`src/rtl/serial_subtractor_ctrl.sv`:
```
// serial_subtractor_ctrl: bit-serial subtractor computing diff = a - b - bin.
// One full_subtractor cell is reused over WIDTH cycles, LSB first, with a
// valid/ready handshake on the operand side and on the result side.
// Optional build macro SERSUB_SIGNED_OVF_EN adds a registered two's-complement
// overflow flag (ovf) next to diff; without it there is no ovf port or logic.

// Single-bit subtractor cell: d = x - y - bi, with borrow-out bo.
module full_subtractor (
    input  logic x,
    input  logic y,
    input  logic bi,
    output logic d,
    output logic bo
);

    // A borrow comes out when y exceeds x, or when they are equal and a borrow came in.
    always_comb begin
        d  = x ^ y ^ bi;
        bo = (~x & y) | (~(x ^ y) & bi);
    end

endmodule

module serial_subtractor_ctrl #(
    parameter int WIDTH = 8
) (
    input  logic             clk,
    input  logic             rst,
    input  logic             in_valid,
    output logic             in_ready,
    input  logic [WIDTH-1:0] a,
    input  logic [WIDTH-1:0] b,
    input  logic             bin,
    output logic             out_valid,
    input  logic             out_ready,
    output logic [WIDTH-1:0] diff,
    output logic             bout,
    output logic             busy
`ifdef SERSUB_SIGNED_OVF_EN
    ,
    output logic             ovf
`endif
);

    localparam int CW = $clog2(WIDTH + 1);
    localparam logic [CW-1:0] LAST = CW'(WIDTH - 1);

    typedef enum logic [1:0] {
        IDLE = 2'd0,
        RUN  = 2'd1,
        DONE = 2'd2
    } state_t;

    state_t           state;
    logic [WIDTH-1:0] a_sh;
    logic [WIDTH-1:0] b_sh;
    logic [WIDTH-2:0] res_sh;
    logic             brw;
    logic [CW-1:0]    cnt;

    logic             cell_d;
    logic             cell_bo;
    logic [WIDTH-1:0] res_next;

    full_subtractor u_cell (
        .x  (a_sh[0]),
        .y  (b_sh[0]),
        .bi (brw),
        .d  (cell_d),
        .bo (cell_bo)
    );

    // The result shift register only holds the first WIDTH-1 bits; the final
    // bit goes straight from the cell into diff on the last RUN edge.
    always_comb begin
        res_next = {cell_d, res_sh};
    end

    // Sequencer: accept operands, run WIDTH serial steps, hold the result until taken.
    always_ff @(posedge clk or posedge rst) begin
        if (rst) begin
            state     <= IDLE;
            in_ready  <= 1'b1;
            out_valid <= 1'b0;
            busy      <= 1'b0;
            diff      <= '0;
            bout      <= 1'b0;
            a_sh      <= '0;
            b_sh      <= '0;
            res_sh    <= '0;
            brw       <= 1'b0;
            cnt       <= '0;
`ifdef SERSUB_SIGNED_OVF_EN
            ovf       <= 1'b0;
`endif
        end else begin
            case (state)
                IDLE: begin
                    if (in_valid && in_ready) begin
                        a_sh     <= a;
                        b_sh     <= b;
                        brw      <= bin;
                        cnt      <= '0;
                        state    <= RUN;
                        in_ready <= 1'b0;
                        busy     <= 1'b1;
                    end
                end
                RUN: begin
                    a_sh   <= a_sh >> 1;
                    b_sh   <= b_sh >> 1;
                    res_sh <= res_next[WIDTH-1:1];
                    brw    <= cell_bo;
                    cnt    <= cnt + 1'b1;
                    if (cnt == LAST) begin
                        state     <= DONE;
                        busy      <= 1'b0;
                        out_valid <= 1'b1;
                        diff      <= res_next;
                        bout      <= cell_bo;
`ifdef SERSUB_SIGNED_OVF_EN
                        ovf       <= (a_sh[0] != b_sh[0]) && (cell_d != a_sh[0]);
`endif
                    end
                end
                DONE: begin
                    if (out_ready) begin
                        state     <= IDLE;
                        out_valid <= 1'b0;
                        in_ready  <= 1'b1;
                    end
                end
                default: begin
                    state     <= IDLE;
                    in_ready  <= 1'b1;
                    out_valid <= 1'b0;
                    busy      <= 1'b0;
                end
            endcase
        end
    end

endmodule

```
`config.mk`:
```
export PLATFORM = sky130hd
export DESIGN_NAME = serial_subtractor_ctrl
export DESIGN_NICKNAME = d
export VERILOG_FILES = /design/src/rtl/serial_subtractor_ctrl.sv
export SDC_FILE = /design/constraint.sdc
export NUM_CORES = 1
export LEC_CHECK = 0
export ABC_AREA = 1
export BUFFER_PORTS_ARGS = -buffer_cell sky130_fd_sc_hd__buf_2
export CAP_MARGIN = 20
export CORE_MARGIN = 2
export CORE_UTILIZATION = 40
export CTS_CLUSTER_SIZE = 12
export DETAILED_ROUTE_END_ITERATION = 10
export PLACE_DENSITY_LB_ADDON = 0.3
export SKIP_LAST_GASP = 1
export SLEW_MARGIN = 15
export SYNTH_ARGS = -nofsm -noshare
export SYNTH_HDL_FRONTEND = slang
export SYNTH_HIERARCHICAL = 1
export SYNTH_SLANG_ARGS = --single-unit
export TNS_END_PERCENT = 20
```
`constraint.sdc`:
```
create_clock -name clk -period 1.4 [get_ports clk]
set_input_delay 0 -clock clk [delete_from_list [all_inputs] [get_ports clk]]
set_output_delay 0 -clock clk [all_outputs]
set_load 0.01 [all_outputs]
```
Word-level counts from Yosys, hierarchy flattened --
Index checks and enable logic that the tools add are counted.
Word-level totals: register bits after elaboration 42, output and inout bits 12, logic and storage cells 58
Operators by class: equality and inequality tests 6, mux-type cells 21, reduce and logical (&&, ||, !) cells 9, $add $sub $neg 1, bitwise operators 10
Operator list (number):
- $pmux 8 s2 | 2
- $mux 8 | 2
- $reduce_and 3->1 | 4
- $pmux 1 s3 | 3
- $pmux 4 s2 | 1
- $mux 1 | 7
- $mux 2 | 3
- $ne 2x2->1 const B | 3
- $pmux 2 s3 | 1
- $not 1->1 | 5
- $add 4x1->4 const B | 1
- $eq 4x3->1 const B | 1
- $mux 4 | 1
- $reduce_and 2->1 | 2
- $and 1x1->1 | 2
- $eq 2x1->1 const B | 1
- $eq 2x2->1 const B | 1
- $logic_not 2->1 | 1
- $pmux 1 s2 | 1
- $reduce_bool 2->1 | 1
- $xor 1x1->1 | 2
- $logic_and 1x1->1 | 1
- $or 1x1->1 | 1

Longest topological paths before layout --
Gate-level depths: netlist of the first run.
depth in word-level cells 5, depth in mapped cells 8, depth with buffers taken out 7

Modules after synthesis --
Netlist of the first run, hierarchy kept.
By module, submodules not included:
- serial_subtractor_ctrl | area each 1878.1 sq um, cells an instance 235, times used 1, sequential area each 1052.3 sq um
- full_subtractor | area each 31.3 sq um, cells an instance 4, times used 1, sequential area each 0.0 sq um

Worst setup path before layout of the first run --
Ideal clock, no wire load.
path type register to register, start register in_ready, end register cnt[2], cell stages (with the launch flop) 7, library setup time 0.119 ns, slack 0.136 ns, data required time 1.281 ns, arrival time 1.145 ns, path buffers 1, cells stage by stage dfstp_2 > nand2_1 > nor2_1 > nor2_2 > buf_6 > nand2_1 > o21ai_2
Between the ends: longest elaborated chain between the ends 3
RTL lines:
- from (decl) | RTL line 30 | output logic in_ready,
- from (signal assigned) | RTL line 83 | in_ready <= 1'b1;
- from (signal assigned) | RTL line 105 | in_ready <= 1'b0;
- from (signal assigned) | RTL line 130 | in_ready <= 1'b1;
- $logic_and 1x1->1 | RTL line 99 | if (in_valid && in_ready) begin
- $ne 2x2->1 (no line)
- $reduce_and 2->1 (no line)
- to (signal assigned) | RTL line 114 | cnt <= cnt + 1'b1;
- to (decl) | RTL line 59 | logic [CW-1:0] cnt;
Every way passes these cells. A chain may end at the register's enable or synchronous reset.

Final worst setup path of the first run --
start register state[1], end register bout
Between the ends: longest elaborated chain between the ends 2
RTL lines:
- from (decl) | RTL line 54 | state_t state;
- from (signal assigned) | RTL line 82 | state <= IDLE;
- from (signal assigned) | RTL line 104 | state <= RUN;
- from (signal assigned) | RTL line 116 | state <= DONE;
- $eq 2x1->1 | RTL line 97 | case (state)
- $reduce_and 2->1 (no line)
- to (signal assigned) | RTL line 120 | bout <= cell_bo;
- to (decl) | RTL line 37 | output logic bout,
Every way passes these cells.

==> results of run 1 <==
[registers in the layout (all words and copies together) (netlist names)]
register / count
a_sh: 8
b_sh: 8
bout: 1
brw: 1
busy: 1
cnt: 4
diff: 8
in_ready: 1
out_valid: 1
res_sh: 7
state: 2
[worst min-delay path: cells and delay by family]
kind | cells | cell delay (ps)
buffers and inverters | 1 | 70
and+or+nand+nor | 4 | 180
[metrics by stage]
| step | power [mW] | setup TNS [ps] | instances | worst slack [ps] |
|---|---|---|---|---|
| final | 4.77 | 0 | 337 | 96.1 |
| after global routing | 5.27 | -89.5 | 337 | -20.5 |
| after CTS | 4.84 | 0 | 337 | 56.2 |
| after detailed placement | 4.01 | -514 | 323 | -50.5 |
| after global placement | 3.97 | -416 | 323 | -40.6 |
| after floorplan | 3.53 | 0 | 239 | 136 |
[timing repair]
item	4_1_cts	5_1_grt
resized for setup	1	2
endpoints found under the setup margin	20	16
hold buffers	6	0
hold endpoints to repair	46	0
gates cloned	0	0
pin swaps	0	0
[cell usage after synthesis (all sizes together)]
master    n  area, um^2
a21oi     2        10.0
buf       9        60.1
dfrtp    41        1030
dfstp     1        26.3
fa        1        20.0
ha        1        12.5
inv      19        71.3
nand2   132         510
nand3     7        35.0
nor2      7        31.3
o21ai    19         106
[cell families (layout without fill, tap and decap cells)]
family	count (synthesis)	count (layout)	share of synthesized area (%)
adder cells (fa/ha/maj)	2	2	1.70
buffers and inverters	28	72	6.88
AND/OR/NAND/NOR	146	146	30.2
flip-flops	42	42	55.1
AO/OA/AOI/OAI	21	21	6.09
[per-layer routing]
layer,routed length [um],GRT usage (%)
met3,96,4.14
met2,1650,23.3
met4,26,3.70
met1,1620,18.4
met5,0,0
[cells in the final DEF, fill, tap and decap left out, types with 4 or more instances in the layout]
cell type,netlist,routed
buf_2,6,32
buf_4,1,5
clkbuf_8,0,6
dfrtp_1,41,41
dlygate4sd3_1,0,6
inv_1,17,17
nand2_1,130,130
nand3_1,7,7
nor2_1,5,4
o21ai_0,9,9
o21ai_1,7,7
[how the worst min path moves through the flow]
stage | start | end | slack, ps | cells after the start
after floorplan | b[7] | b_sh[7]$_DFFE_PP0P_ | 140 | 2
after global placement | rst | diff[0]$_DFFE_PP0P_ | 80 | 3
after detailed placement | rst | diff[0]$_DFFE_PP0P_ | 80 | 3
after CTS | a[1] | a_sh[1]$_DFFE_PP0P_ | 0.5 | 5
after global routing | a[1] | a_sh[1]$_DFFE_PP0P_ | 8 | 5
final | b[4] | b_sh[4]$_DFFE_PP0P_ | 6 | 5
[final cells by class]
cell class	instances	area (um^2)	share of cell area [%]
Sequential cell	42	1050	45.7
Multi-Input combinational cell	169	733	31.8
Timing Repair Buffer	45	289	12.5
Clock buffer	7	86.3	3.75
Inverter	19	71.3	3.09
Tap cell	54	67.6	2.93
Clock inverter	1	5.00	0.217
[report_power, final]
| group | internal (mW) | total (mW) | switching [mW] |
|---|---|---|---|
| clock | 0.398 | 0.781 | 0.384 |
| sequential | 1.73 | 2.02 | 0.288 |
| combinational | 0.750 | 1.97 | 1.22 |
==> results.cfg, run 1 <==
[die]
core_area_mm2 = 0.00466
die_width_um = 73.1
io_pins = 33
chipHeight_um = 73.1
start_util_pct = 41.0
fp.dieArea_mm2 = 0.00534
row_count = 25

[placed_design]
dpl_cell_area_mm2 = 0.00214
port_buffers = 32
place_congestion = 0.772
place.detailed.hpwl_um = 2300

[route]
first_iter_violations = 81
routedWlPerCell_um = 10.1
drc = 0
wl_um = 3390
antenna_left = 0
vias = 1534
viasPerCell = 4.55
firstDrtPassIters = 4

[global_routing]
grt_antenna_before_repair = 0
grt_pass1_wl_um = 5950
grt_usage_pct = 14.2
grt_pass1_vias = 1448
grt_max_degree = 43
grt.overflow.total = 0

[critical_path]
r2r_start = state[1]$_DFFE_PP0P_
cp.arrival_ps = 1470
critPathMaxFanout = 21
worstSetupPathType = flip-flop to flip-flop
required_ps = 1570
cp_num_buf_inv = 3
r2r_setup_slack_ps = 100
cp.depth = 7
cp-end-kind = flip-flop
cp_top_family = flip-flops
crit_path_start = state[1]$_DFFE_PP0P_
slowest_stage = dfrtp_1
cpPeakStageDelay_ps = 410
start_kind = flip-flop
crit_path_end = bout$_DFFE_PP0P_
crit_chain = inv_2 -> nand2_4 -> inv_2 -> buf_4 -> nand2_4 -> nand2_1 -> o21ai_1
r2r_end = bout$_DFFE_PP0P_
reg2regPathDepth = 7

[synth]
syn_nets = 262
syn_area_per_cell_um2 = 7.99
synth_area_mm2 = 0.00191
synth.distinct_cells = 18
ys_ff_latch = 42
yosysWarnings = 6
seq_area_frac_synth_pct = 55.1
synthesis.instances = 239

[sta]
hold-worst-slack_ps = 6.49
finalCritPeriodShare_pct = 93.1
finalSetupViolations = 0
min_period_ps = 1300
tightest_slew_ps = 457
rsz0062_at_grt = yes
fmax_ghz = 0.767
maxSlewHeadroom_pct = 69.4
clock-skew-final_ps = 5.08
finalHoldViolCount = 0
finalMaxSlewViolations = 0

[final_layout]
final_util_pct = 49.4
final_area_mm2 = 0.00230
final_nets = 305
insertedDiodeCount = 0
layout-drive-gt1-share_pct = 20.1
syn_to_final_growth_pct = 20.7
nFillCells = 458

[job]
maxCapViolCount = 0

[clocking]
clkLatencyLatePin_ps = 280
clockBufferDepth = 2
path_clk_slew_ps = 80
ctsRootBufferMaster = clkbuf_8
htree_levels = 2
cts_tree = done
numCtsBuffers = 5
cts_sinks = 42
cts_setup_buffers = 0

[run_status]
status = finished, final reports clean

[power]
vdd_drop_max_v = 0.00123
power.density_mw_per_mm2 = 2070
p_leak_nw = 1.31

[hold_path]
holdCritPathClass = input port to flip-flop
No activity file was read; power rests on OpenSTA's default activity.
==> run 2, diff against run 1 <==
--- a/config.mk
+++ b/config.mk
@@ -12,6 +12,7 @@
 export CORE_UTILIZATION = 40
 export CTS_CLUSTER_SIZE = 12
 export DETAILED_ROUTE_END_ITERATION = 10
+export HOLD_SLACK_MARGIN = 0.08
 export PLACE_DENSITY_LB_ADDON = 0.3
 export SKIP_LAST_GASP = 1
 export SLEW_MARGIN = 15
==> run 2 against run 1 <==
  * Final cell count rose by 3.9%
  * First-iteration DRC count grew 4.9%
  * Global-route usage rose by 0.64 points
  * Non-clock buffer count is 13 higher
  * Maximum frequency hardly changed
  * Setup slack lost 0.78 ps
  * Via count is 3.5% higher
  * Utilization rose by 2.8 points
  * Die area stayed put
  * Clock skew is essentially flat
==> results.cfg, run 2 (same netlist as run 1, synthesis figures left out) <==
[clocking]
htree_levels = 2
path_clk_slew_ps = 70
cts_tree = done
clkLatencyLatePin_ps = 280
numCtsBuffers = 5
clockBufferDepth = 2
ctsRootBufferMaster = clkbuf_8
cts_sinks = 42

[sta]
maxSlewHeadroom_pct = 70.0
rsz0062_at_grt = yes
finalMaxSlewViolations = 0
tightest_slew_ps = 448
clock-skew-final_ps = 4.73
finalCritPeriodShare_pct = 93.2
hold-worst-slack_ps = 142
finalSetupViolations = 0
min_period_ps = 1300
finalHoldViolCount = 0
fmax_ghz = 0.766

[global_routing]
grt.overflow.total = 0
grt_max_degree = 43
grt_pass1_wl_um = 6230
grt_pass1_vias = 1541
grt_antenna_before_repair = 0
grt_usage_pct = 14.9

[run_status]
status = finished, final reports clean

[power]
switching_share_pct = 39.5
clockPowerShare_pct = 16.3
switchingPower_mw = 1.89
vdd_drop_max_v = 0.00123
power.density_mw_per_mm2 = 1970
p_total_mw = 4.80
p_leak_nw = 1.37
p_int_mw = 2.90
pwr-share-seq_pct = 42.1
power_frac_comb_pct = 41.7

[route]
drc = 0
vias = 1588
first_iter_violations = 85
antenna_left = 0
wl_um = 3510
viasPerCell = 4.54
firstDrtPassIters = 4
routedWlPerCell_um = 10.0

[critical_path]
cp-end-kind = flip-flop
required_ps = 1570
start_kind = flip-flop
worstSetupPathType = flip-flop to flip-flop
cp.arrival_ps = 1470
critPathMaxFanout = 21

[final_layout]
layout-drive-gt1-share_pct = 19.3
final_util_pct = 52.2
insertedDiodeCount = 0
fin_cells = 350
final_nets = 318
syn_to_final_growth_pct = 27.5
layout_top_registers = a_sh x8, b_sh x8, diff x8
final_cell_mix = 130 x nand2_1, 41 x dfrtp_1, 32 x buf_2, 19 x dlygate4sd3_1, 17 x inv_1
layout_commonest_cell = nand2_1

[die]
die_width_um = 73.1
chipHeight_um = 73.1
start_util_pct = 41.0
io_pins = 33
row_count = 25
core_area_mm2 = 0.00466
fp.dieArea_mm2 = 0.00534

[placed_design]
dp_cells = 323
place_congestion = 0.772
place.detailed.hpwl_um = 2300
port_buffers = 32

[job]
maxCapViolCount = 0

[hold_path]
holdCritPathClass = input port to flip-flop
-- run 2: cell types whose count changed in the layout (fill, tap and decap cells not counted), sizes merged --
cell / before / now
dlygate4sd3: 6 / 19
-- run 2: worst paths after layout --
kind / startpoint / slack (ps) / cells past startpoint / end
worst max-delay path: state[1]$_DFFE_PP0P_ / 100 / 7 / bout$_DFFE_PP0P_
worst min-delay path: in_valid / 140 / 6 / in_ready$_DFFE_PP1P_
worst max register to register: state[1]$_DFFE_PP0P_ / 100 / 7 / bout$_DFFE_PP0P_
worst min register to register: in_ready$_DFFE_PP1P_ / 470 / 2 / in_ready$_DFFE_PP1P_
max in group asynchronous: rst / 810 / 4 / in_ready$_DFFE_PP1P_
min in group asynchronous: rst / 310 / 4 / diff[0]$_DFFE_PP0P_
-- run 2: power by group through the flow --
stage	Combinational (mW)	Sequential, mW	Clock [mW]
finish	2.00	2.02	0.780
global route	2.36	2.09	0.860
CTS	2.03	2.02	0.814
detailed placement	1.97	2.04	0
global placement	1.94	2.03	0
floorplan	1.46	2.06	0
-- run 2: critical path, stage by stage, from the launching register on --
cell	delay, ps
dfrtp_1	410
inv_2	80
nand2_4	50
inv_2	70
buf_4	250
nand2_4	170
nand2_1	90
o21ai_1	60
-- run 2: final cells by class --
type	instances	area [um^2]
timing repair buffer	58	419
clock inverter	1	5.00
clock buffer	7	86.3
multi-input combinational	169	733
sequential	42	1050
fill	442	2230
inverter	19	71.3
tap	54	67.6
-- run 2: per-stage QoR --
step / cell area [um^2] / setup slack (ps) / TNS [ps]
after floorplan: 1910 / 136 / 0
after global placement: 2140 / -40.6 / -416
after detailed placement: 2140 / -50.5 / -514
after CTS: 2430 / 56.2 / 0
after global routing: 2430 / -20.5 / -89.5
final: 2430 / 95.3 / 0
-- run 2: timing repair --
item,4_1_cts,5_1_grt
hold endpoints to repair,60,0
resized for setup,1,2
hold buffers,19,0
setup endpoints to repair,20,16
buffers inserted,0,0
-- run 2: layer usage --
metal	wire length [um]	track usage, %
met5	0	0
met1	1630	18.8
met2	1730	24.8
met4	26	4.12
met3	120	4.14
==> run 3, diff against run 2 <==
==> constraint.sdc (replaced) <==
create_clock -name clk -period 1.2 [get_ports clk]
set_input_delay 0 -clock clk [delete_from_list [all_inputs] [get_ports clk]]
set_output_delay 0 -clock clk [all_outputs]
set_load 0.01 [all_outputs]
==> run 3 against run 2 <==
  * The run now ends with setup timing left
  * Maximum frequency rose by 5.2%
  * Sequential cell count did not move
  * Final area rose by 7.1%
  * Register-to-register slack got worse by 140 ps
  * Via count rose by 3.9%
  * Clock power rose by 72%
  * Setup slack got worse by 140 ps
  * Combinational power rose by 37%
  * Final cell count rose by 2.3%
==> results.cfg, run 3 (same netlist as run 1, synthesis figures left out) <==
[sta]
finalHoldViolCount = 0
min_period_ps = 1240
finalMaxSlewViolations = 0
hold-worst-slack_ps = 96.3
rsz0062_at_grt = yes
finalCritPeriodShare_pct = 103
maxSlewHeadroom_pct = 69.2
finalSetupViolations = 18
clock-skew-final_ps = 7.02
fmax_ghz = 0.806
tightest_slew_ps = 461
setup_ws_ps = -40.3

[critical_path]
required_ps = 1440
start_kind = flip-flop
worstSetupPathType = flip-flop to flip-flop
r2r_start = b_sh[0]$_DFFE_PP0P_
cp.arrival_ps = 1480
critPathMaxFanout = 2
cp-end-kind = flip-flop
crit_path_start = b_sh[0]$_DFFE_PP0P_

[clocking]
path_clk_slew_ps = 80
cts_sinks = 42
clockBufferDepth = 2
htree_levels = 2
numCtsBuffers = 5
cts_tree = done
clkLatencyLatePin_ps = 290
ctsRootBufferMaster = clkbuf_8

[final_layout]
syn_to_final_growth_pct = 36.6
final_nets = 326
layout_top_registers = a_sh x8, b_sh x8, diff x8
layout_commonest_cell = nand2_1
layout-drive-gt1-share_pct = 22.4
final_util_pct = 56.0
final_area_mm2 = 0.00261
final_cell_mix = 128 x nand2_1, 41 x dfrtp_1, 32 x buf_2, 19 x dlygate4sd3_1, 17 x inv_1
insertedDiodeCount = 0

[placed_design]
place_congestion = 0.759
place.detailed.hpwl_um = 2450
dpl_cell_area_mm2 = 0.00222
pre_cts_ws_ps = -225
port_buffers = 32

[hold_path]
hp-start = in_valid
holdCritPathClass = input port to flip-flop

[power]
power.density_mw_per_mm2 = 2460
vdd_drop_max_v = 0.00147
p_leak_nw = 1.44
p_total_mw = 6.43

[job]
maxCapViolCount = 0

[die]
start_util_pct = 41.0
die_width_um = 73.1
io_pins = 33
core_area_mm2 = 0.00466
row_count = 25
chipHeight_um = 73.1
fp.dieArea_mm2 = 0.00534

[route]
first_iter_violations = 87
vias = 1650
firstDrtPassIters = 4
drc = 0
antenna_left = 0
routedWlPerCell_um = 10.7
wl_um = 3820
viasPerCell = 4.61

[global_routing]
grt.overflow.total = 0
grt_max_degree = 43
grt_antenna_before_repair = 0
grt_pass1_wl_um = 6780
grt_pass1_vias = 1555
grt_usage_pct = 16.3

[run_status]
violations = setup timing
status = finished with violations
[run 3: changes by cell type in the layout (fill, tap and decap cells not counted), sizes merged]
cell,change
buf,+8
bufinv,+2
clkbuf,-2
[run 3: path summary, 6_finish.rpt]
path                                   endpoint  slack, ps  cells after the start
min in group asynchronous   diff[2]$_DFFE_PP0P_        300                      4
min                        in_ready$_DFFE_PP1P_        100                      6
max in group asynchronous  in_ready$_DFFE_PP1P_        640                      4
max reg2reg                     brw$_DFFE_PP0P_        -40                      7
min reg2reg                 diff[0]$_DFFE_PP0P_        470                      2
max                             brw$_DFFE_PP0P_        -40                      7
[run 3: worst max-delay path, stage by stage (launching register included)]
cell	delay [ps]
dfrtp_1	360
inv_1	60
fa_1	400
inv_1	60
inv_1	40
o21ai_1	140
nand2_1	70
nand2_1	50
[run 3: report_power, final]
group          total, mW  leakage [nW]  internal, mW  switching [mW]
Combinational       2.74         0.832          1.15            1.59
Sequential          2.35         0.539          2.02           0.330
Clock               1.34        0.0683         0.834           0.503
[run 3: what timing repair did]
action / in CTS / in global routing
hold buffers: 19 / 0
pin swaps: 0 / 5
gates resized for setup: 1 / 11
buffers inserted: 0 / 1
endpoints found under the hold margin: 60 / 0
endpoints found under the setup margin: 33 / 38
[run 3: cell type report]
type,instances,area (um^2)
Inverter,19,71.3
Fill cell,408,2050
Multi-Input combinational cell,169,769
Clock inverter,3,68.8
Tap cell,54,67.6
Clock buffer,5,68.8
Sequential cell,42,1050
Timing Repair Buffer,66,510
[run 3: metal layers]
| metal | vias to the layer above | track usage, % | routed length [um] |
|---|---|---|---|
| met5 | - | 0 | 0 |
| li1 | 855 | - | - |
| met2 | 32 | 26.0 | 1800 |
| met4 | 0 | 5.56 | 57 |
| met1 | 758 | 22.2 | 1840 |
| met3 | 5 | 3.31 | 122 |
[run 3: metrics by stage]
step	TNS, ps	instances
6_report	-422	358
4_1_cts	-2870	357
2_1_floorplan	-17.6	239
3_3_place_gp	-4050	330
3_5_place_dp	-4530	330
5_1_grt	-2880	358
